## config.mk

```make
export PLATFORM = sky130hd
export DESIGN_NAME = hash_msg_loader
export DESIGN_NICKNAME = d
export VERILOG_FILES = /design/src/rtl/hash_pkg.sv /design/src/rtl/hash_blk_fifo.sv /design/src/rtl/hash_msg_loader.sv
export SDC_FILE = /design/constraint.sdc
export NUM_CORES = 2
export LEC_CHECK = 0
export ABC_AREA = 1
export CAP_MARGIN = 0
export CORE_MARGIN = 3
export CORE_UTILIZATION = 35
export DETAILED_ROUTE_END_ITERATION = 8
export HOLD_SLACK_MARGIN = 0.08
export SLEW_MARGIN = 20
export SYNTH_ARGS = -nofsm -noshare
export SYNTH_HDL_FRONTEND = slang
export SYNTH_HIERARCHICAL = 1
export SYNTH_SLANG_ARGS = --single-unit
```

## constraint.sdc

```tcl
create_clock -name clk -period 3.5 [get_ports clk]
set_input_delay 0.525 -clock clk [delete_from_list [all_inputs] [get_ports clk]]
set_output_delay 0.525 -clock clk [all_outputs]
set_load 0.05 [all_outputs]
```

## src/rtl/hash_pkg.sv

```systemverilog
// Shared types and constants for the Hash160 message loader.
package hash_pkg;

    localparam int unsigned LEN_W       = 64;
    localparam int unsigned BLOCK_W_DEF = 512;
    localparam logic [7:0]  START_CODE_DEF = 8'hAA;

    typedef enum logic [1:0] {
        ST_IDLE = 2'd0,
        ST_LOAD = 2'd1,
        ST_PAD  = 2'd2
    } state_e;

    // Default block-with-flags entry; the loader re-declares it for its BLOCK_W.
    typedef struct packed {
        logic [BLOCK_W_DEF-1:0] block;
        logic                   first;
        logic                   is_final;
    } hash_blk_t;

endpackage

```

## src/rtl/hash_blk_fifo.sv

```systemverilog
// Shift-style block FIFO (1 or 2 entries); the head entry is always a register.
module hash_blk_fifo
    import hash_pkg::*;
#(
    parameter type         T     = hash_blk_t,
    parameter int unsigned DEPTH = 2
) (
    input  logic clk,
    input  logic rst_n,
    input  logic push,
    input  T     din,
    input  logic pop,
    output T     dout,
    output logic full,
    output logic empty
);

    localparam int unsigned CW = $clog2(DEPTH + 1);
    localparam int unsigned IW = (DEPTH > 1) ? $clog2(DEPTH) : 1;

    T              mem [DEPTH];
    logic [CW-1:0] cnt;
    logic [IW-1:0] wr_idx;

    // A concurrent pop shifts entries down, so the write slot moves with it.
    always_comb begin
        wr_idx = pop ? IW'(cnt - CW'(1)) : IW'(cnt);
    end

    always_ff @(posedge clk or negedge rst_n) begin
        if (!rst_n) begin
            cnt <= '0;
            for (int i = 0; i < DEPTH; i++) mem[i] <= '0;
        end else begin
            if (pop) begin
                for (int i = 0; i + 1 < DEPTH; i++) mem[i] <= mem[i+1];
                mem[DEPTH-1] <= '0;
            end
            if (push) mem[wr_idx] <= din;
            cnt <= cnt + CW'(push) - CW'(pop);
        end
    end

    assign dout  = mem[0];
    assign full  = (cnt == CW'(DEPTH));
    assign empty = (cnt == '0);

endmodule

```

## src/rtl/hash_msg_loader.sv

```systemverilog
// Word-serial framed message loader packing MSB-first blocks for the Hash160 core.
// Define LOADER_PAD_EN to append SHA-style padding (1-bit, zeros, 64-bit length) in hardware.
module hash_msg_loader
    import hash_pkg::*;
#(
    parameter int unsigned IN_W       = 8,
    parameter int unsigned BLOCK_W    = 512,
    parameter logic [7:0]  START_CODE = START_CODE_DEF,
    parameter int unsigned FIFO_DEPTH = 2
) (
    input  logic               clk,
    input  logic               rst_n,
    input  logic [IN_W-1:0]    i_text,
    input  logic               i_valid,
    input  logic               i_last,
    output logic               o_ready,
    output logic [BLOCK_W-1:0] o_block,
    output logic               o_block_valid,
    input  logic               i_block_ready,
    output logic               o_first,
    output logic               o_final,
    output logic               o_err
);

    localparam int unsigned WORDS = BLOCK_W / IN_W;
    localparam int unsigned KW    = $clog2(WORDS);
    localparam int unsigned BW    = $clog2(BLOCK_W);
    localparam logic [1:0]  S_IDLE = 2'(ST_IDLE);
    localparam logic [1:0]  S_LOAD = 2'(ST_LOAD);

    typedef struct packed {
        logic [BLOCK_W-1:0] block;
        logic               first;
        logic               is_final;
    } blk_t;

    logic [1:0]         state, state_nxt;
    logic [KW-1:0]      k, k_nxt;
    logic               first_arm, first_nxt;
    logic [BLOCK_W-1:0] blk_buf, blk_nxt, blk_wr, push_blk;
    logic [BW-1:0]      wr_base;
    logic [IN_W-1:0]    wr_word;
    logic               err, push, push_final, pop, full, empty, at_last, accept, idle_rdy;
    blk_t               push_ent, head;

`ifdef LOADER_PAD_EN
    localparam int unsigned LEN_WORDS = LEN_W / IN_W;
    localparam logic [1:0]  S_PAD     = 2'(ST_PAD);
    logic [LEN_W-1:0] len, len_nxt;
    logic             pad_one, pad_one_nxt, spill, spill_nxt, len_phase;
    assign idle_rdy = 1'b1;
`else
    // pend: a short final block is waiting for FIFO room while back in IDLE.
    logic pend, pend_nxt;
    assign idle_rdy = !pend;
`endif

    assign at_last = (k == KW'(WORDS - 1));
    assign o_ready = (state == S_IDLE) ? idle_rdy : ((state == S_LOAD) && !(at_last && full));
    assign accept  = i_valid && o_ready;
    assign pop     = !empty && i_block_ready;

    always_ff @(posedge clk or negedge rst_n) begin
        if (!rst_n) begin
            state     <= S_IDLE;
            k         <= '0;
            first_arm <= 1'b0;
            blk_buf   <= '0;
            err       <= 1'b0;
`ifdef LOADER_PAD_EN
            len       <= '0;
            pad_one   <= 1'b0;
            spill     <= 1'b0;
`else
            pend      <= 1'b0;
`endif
        end else begin
            state     <= state_nxt;
            k         <= k_nxt;
            first_arm <= first_nxt;
            blk_buf   <= blk_nxt;
            err       <= err | (i_valid & ~o_ready);
`ifdef LOADER_PAD_EN
            len       <= len_nxt;
            pad_one   <= pad_one_nxt;
            spill     <= spill_nxt;
`else
            pend      <= pend_nxt;
`endif
        end
    end

    always_comb begin
        state_nxt  = state;
        k_nxt      = k;
        first_nxt  = first_arm;
        blk_nxt    = blk_buf;
        push       = 1'b0;
        push_final = 1'b0;
        push_blk   = blk_buf;
        wr_word    = i_text;
`ifdef LOADER_PAD_EN
        len_nxt     = len;
        pad_one_nxt = pad_one;
        spill_nxt   = spill;
        len_phase   = pad_one && !spill && (k >= KW'(WORDS - LEN_WORDS));
        if (state == S_PAD) begin
            if (!pad_one)      wr_word = {1'b1, {(IN_W-1){1'b0}}};
            else if (len_phase) wr_word = len[LEN_W-1 -: IN_W];
            else               wr_word = '0;
        end
`else
        pend_nxt = pend;
`endif
        wr_base = BW'(BLOCK_W - 1 - int'(k) * IN_W);
        blk_wr  = blk_buf;
        blk_wr[wr_base -: IN_W] = wr_word;

        case (state)
            S_IDLE: begin
`ifndef LOADER_PAD_EN
                if (pend && !full) begin
                    push       = 1'b1;
                    push_final = 1'b1;
                    pend_nxt   = 1'b0;
                    blk_nxt    = '0;
                    first_nxt  = 1'b0;
                end
`endif
                if (accept && (i_text == IN_W'(START_CODE))) begin
                    state_nxt = S_LOAD;
                    k_nxt     = '0;
                    first_nxt = 1'b1;
                    blk_nxt   = '0;
`ifdef LOADER_PAD_EN
                    len_nxt   = '0;
`endif
                end
            end
            S_LOAD: begin
                push_blk = blk_wr;
                if (accept) begin
                    blk_nxt = blk_wr;
                    k_nxt   = k + KW'(1);
`ifdef LOADER_PAD_EN
                    len_nxt = len + LEN_W'(IN_W);
`endif
                    if (at_last) begin
                        push      = 1'b1;
                        blk_nxt   = '0;
                        k_nxt     = '0;
                        first_nxt = 1'b0;
                    end
                    if (i_last) begin
`ifdef LOADER_PAD_EN
                        state_nxt   = S_PAD;
                        pad_one_nxt = 1'b0;
                        spill_nxt   = 1'b0;
`else
                        state_nxt  = S_IDLE;
                        push_final = 1'b1;
                        k_nxt      = '0;
                        if (!at_last) begin
                            if (full) begin
                                pend_nxt = 1'b1;
                            end else begin
                                push      = 1'b1;
                                blk_nxt   = '0;
                                first_nxt = 1'b0;
                            end
                        end
`endif
                    end
                end
            end
`ifdef LOADER_PAD_EN
            S_PAD: begin
                push_blk = blk_wr;
                if (!(at_last && full)) begin
                    blk_nxt = blk_wr;
                    k_nxt   = k + KW'(1);
                    if (!pad_one) begin
                        pad_one_nxt = 1'b1;
                        spill_nxt   = (k >= KW'(WORDS - LEN_WORDS));
                    end
                    if (len_phase) len_nxt = len << IN_W;
                    if (at_last) begin
                        push      = 1'b1;
                        blk_nxt   = '0;
                        k_nxt     = '0;
                        first_nxt = 1'b0;
                        spill_nxt = 1'b0;
                        if (len_phase) begin
                            push_final = 1'b1;
                            state_nxt  = S_IDLE;
                        end
                    end
                end
            end
`endif
            default: state_nxt = S_IDLE;
        endcase
    end

    assign push_ent = '{block: push_blk, first: first_arm, is_final: push_final};

    hash_blk_fifo #(
        .T     (blk_t),
        .DEPTH (FIFO_DEPTH)
    ) u_fifo (
        .clk   (clk),
        .rst_n (rst_n),
        .push  (push),
        .din   (push_ent),
        .pop   (pop),
        .dout  (head),
        .full  (full),
        .empty (empty)
    );

    assign o_block       = head.block;
    assign o_first       = head.first;
    assign o_final       = head.is_final;
    assign o_block_valid = !empty;
    assign o_err         = err;

endmodule

```

==> flow_metrics.tcl <==
set metrics [dict create \
    critical_path.top_delay_family "simple AND/OR/NAND/NOR gates" \
    syn_inst 12500 \
    synthFlopType "sky130_fd_sc_hd__dfrtp_1" \
    cts.root.buffer_cell "sky130_fd_sc_hd__clkbuf_16" \
    ys_warn_count 6 \
    drtPass1Iterations 6 \
    worstSetupPathType "flip-flop to output pin" \
    syn_nets 12500 \
    final_design_area_no_fill_mm2 0.0985 \
    h-tree-depth 4 \
    report.final.slew_viol_count 0 \
    global_route.usage.total_pct 25.3 \
    ys_seq_area_share_pct 44.5 \
    cellLeakagePower_nw 52.4 \
    layout.cells.non_filler 15500 \
    design.die.area_mm2 0.256 \
    cts_tree "done" \
    timing.critical_path.mode_cell "sky130_fd_sc_hd__inv_1" \
    route.antenna.remaining_nets 0 \
    outcome "complete, no violations" \
    grt_overflow 0 \
    gp_routability_congestion 0.918 \
    synth_edf_count 0 \
    cts.clk_slew.worst_paths_ns 0.06 \
    chipHeight_um 505 \
    yosys.area.top_type_share_pct 44.5 \
    final_hold_viol_count 0 \
    grt_start_max_net_pins 192 \
    max_cap_viol_count 0 \
    max_slew_margin_vs_limit_pct 30.6 \
    place_worst_setup_slack_ns 0.378 \
    rows 182 \
    cts_inserted_buffers 181 \
    die_w_um 505 \
    r2r-start "k[2]$_DFFE_PN0P_" \
    synthToLayoutAreaGrowth_pct 12.8 \
    post_synth_num_cell_types 30 \
    timing.clock.skew_ns 0.0521 \
    synth_top_cells_by_area "sky130_fd_sc_hd__dfrtp_1 (44%), sky130_fd_sc_hd__nand2_1 (25%), sky130_fd_sc_hd__nand3_1 (7.9%), sky130_fd_sc_hd__buf_4 (4.5%), sky130_fd_sc_hd__nand4_1 (4.0%)" \
    r2r_slack_ns 0.25 \
    synth_most_common_cell "sky130_fd_sc_hd__nand2_1" \
    route.detailed.drc 0 \
    crit_path_top_delay_cell "sky130_fd_sc_hd__nor2_1" \
    fin_tns_setup_ns 0 \
    worst-r2r-cell-count 8 \
    timing.critical_path.to_type "output pin" \
    first_pass_grt_wire_length_um 500000 \
    placement.cell_area_mm2 0.0924 \
    timing.final.setup_violations 0 \
    postSynthRegisterBits 1552 \
    maxClockFrequency_ghz 0.297 \
    fp.coreArea_mm2 0.247 \
    grt_setup_unrepaired "false" \
    syn-mean-instance-area_um2 6.98 \
    total_power_consumption_w 0.0472 \
    synth.cell_area_mm2 0.0873 \
    critical_path_buf_inv_count 4 \
    ios 530 \
    timing.final.ws_setup_ns 0.139 \
    highest_fanout_seen_on_the_critical_path 5 \
    final_nets 12100 \
    power_density_mw_per_mm2 480 \
    route.detailed.wl_per_inst_um 21.6 \
    yosys.area.top_type "sky130_fd_sc_hd__dfrtp_1" \
    arrival_time_at_the_worst_endpoint_ns 2.84 \
    finalCritPeriodShare_pct 96.0 \
    place.detailed.instances 15200 \
    drt-total-wl_um 335000 \
    period_needed_ns 3.36 \
    final_layout_size_suffix_gt1_share_pct 5.31 \
    synth_top_cells_by_count "sky130_fd_sc_hd__nand2_1 (5,871), sky130_fd_sc_hd__dfrtp_1 (1,552), sky130_fd_sc_hd__nand3_1 (1,370)" \
    detailroute.via_count 81500 \
    hold_class "input port to asynchronous set/reset pin" \
    timing.critical_path.from_type "flip-flop" \
    initial_utilization_pct 35.3 \
    dp.final_hpwl_um 215000 \
    worstSkewPairLatency_ns 0.86 \
    cp_data_required_time_ns 2.97 \
    capturing_point_of_the_worst_reg2reg_path "u_fifo/mem[277]$_DFF_PN0_" \
    cell_chain_of_the_critical_path "inv_1, nor2_1, nand2_1, inv_1, nand3_2, nand2_1, inv_1, buf_4" \
    first_global_vias 74500 \
    numPortBuffers 529 \
    ys_async_sr_fraction_pct 100 \
    ctsLongestPathBuffers 3 \
    ir_drop_v 0.000716 \
    tritoncts_num_sinks 1552 \
    tightest_slew_ns 1.04 \
    grt_antenna_before_repair 19 \
    critical-path-max-stage-delay_ns 0.44 \
    route.detailed.vias_per_inst 5.26 \
    drt_iter0_markers 9097 \
    cts-resized-gates 0 \
]
-- layer usage --
| layer | GRT usage [%] | wire length [um] |
|---|---|---|
| met5 | 0 | 0 |
| met4 | 11.9 | 16900 |
| met3 | 6.65 | 31900 |
| met2 | 36.5 | 143000 |
| met1 | 35.3 | 143000 |
-- worst max path at each step --
stage	from	end	slack (ns)	depth (start not counted)
finish	u_fifo/cnt[1]$_DFF_PN0_	o_ready	0.14	8
global route	k[0]$_DFFE_PN0P_	o_ready	0.07	7
CTS	u_fifo/cnt[1]$_DFF_PN0_	o_ready	0.19	8
detailed placement	i_last	u_fifo/dout[142]$_DFF_PN0_	0.38	10
global placement	i_last	u_fifo/dout[140]$_DFF_PN0_	0.40	10
floorplan	k[2]$_DFFE_PN0P_	u_fifo/mem[424]$_DFF_PN0_	0.96	13
-- worst reg2reg max path, cell delays in order, from the launching register on --
cell and delay (ns):
sky130_fd_sc_hd__dfrtp_2 0.68, sky130_fd_sc_hd__buf_4 0.41, sky130_fd_sc_hd__nand2_1 0.14, sky130_fd_sc_hd__nor2_2 0.32, sky130_fd_sc_hd__nand2_1 0.54, sky130_fd_sc_hd__o21ai_0 0.44
sky130_fd_sc_hd__o21ai_0 0.32, sky130_fd_sc_hd__nand3_1 0.20, sky130_fd_sc_hd__nand2_1 0.06
-- kinds of logic (layout without fill, tap and decap cells) --
kind of cell,after synthesis,count (layout),share of synthesized area [%]
compound gates,648,648,4.26
simple gates,8443,8443,40.1
fa+ha+maj,8,8,0.115
other cells,0,13,0
buf+inv,1854,1540,11.1
xor+xnor,1,1,0.0100
flops,1552,1552,44.5
-- sequential cells by signal, indices dropped and copies added, names as in the netlist --
signal,cells
blk_buf,512
first_arm,1
k,6
o_err,1
pend,1
state,1
u_fifo/cnt,2
u_fifo/dout,514
u_fifo/mem,514
-- layout make-up --
| class | count | area (um^2) |
|---|---|---|
| Antenna cell | 13 | 32.5 |
| Clock buffer | 263 | 5230 |
| Clock inverter | 50 | 810 |
| Fill cell | 25700 | 149000 |
| Inverter | 401 | 1540 |
| Multi-Input combinational cell | 9100 | 38900 |
| Sequential cell | 1552 | 38800 |
| Tap cell | 3312 | 4140 |
| Timing Repair Buffer | 826 | 8910 |
-- per-stage QoR --
stage	utilization, %	hold WS, ns
floorplan	-	0.229
global placement	37.4	0.433
detailed placement	37.4	0.434
CTS	39.8	0.187
global route	39.8	0.234
finish	39.8	0.225
-- what timing repair did --
action | 4_1_cts | 5_1_grt
hold buffers | 1 | 0
setup buffers | 0 | 0
endpoints found under the hold margin | 541 | 0
-- power breakdown --
| group | switching [W] | internal (W) |
|---|---|---|
| Sequential | 0.0000610 | 0.0180 |
| Combinational | 0.00794 | 0.00163 |
| Clock | 0.00831 | 0.0113 |
-- placed cells by master (no fill, tap or decap), types with 182 or more instances in the layout --
cell and count:
sky130_fd_sc_hd__inv_1 390, sky130_fd_sc_hd__nor2_1 585, sky130_fd_sc_hd__nand2_1 5869, sky130_fd_sc_hd__clkdlybuf4s50_1 527, sky130_fd_sc_hd__nand3_1 1369, sky130_fd_sc_hd__o21ai_0 385
sky130_fd_sc_hd__nand4_1 553, sky130_fd_sc_hd__o211ai_1 184, sky130_fd_sc_hd__buf_4 188, sky130_fd_sc_hd__dfrtp_1 1548, sky130_fd_sc_hd__clkbuf_16 182
Power figures use the tool's default switching activity.
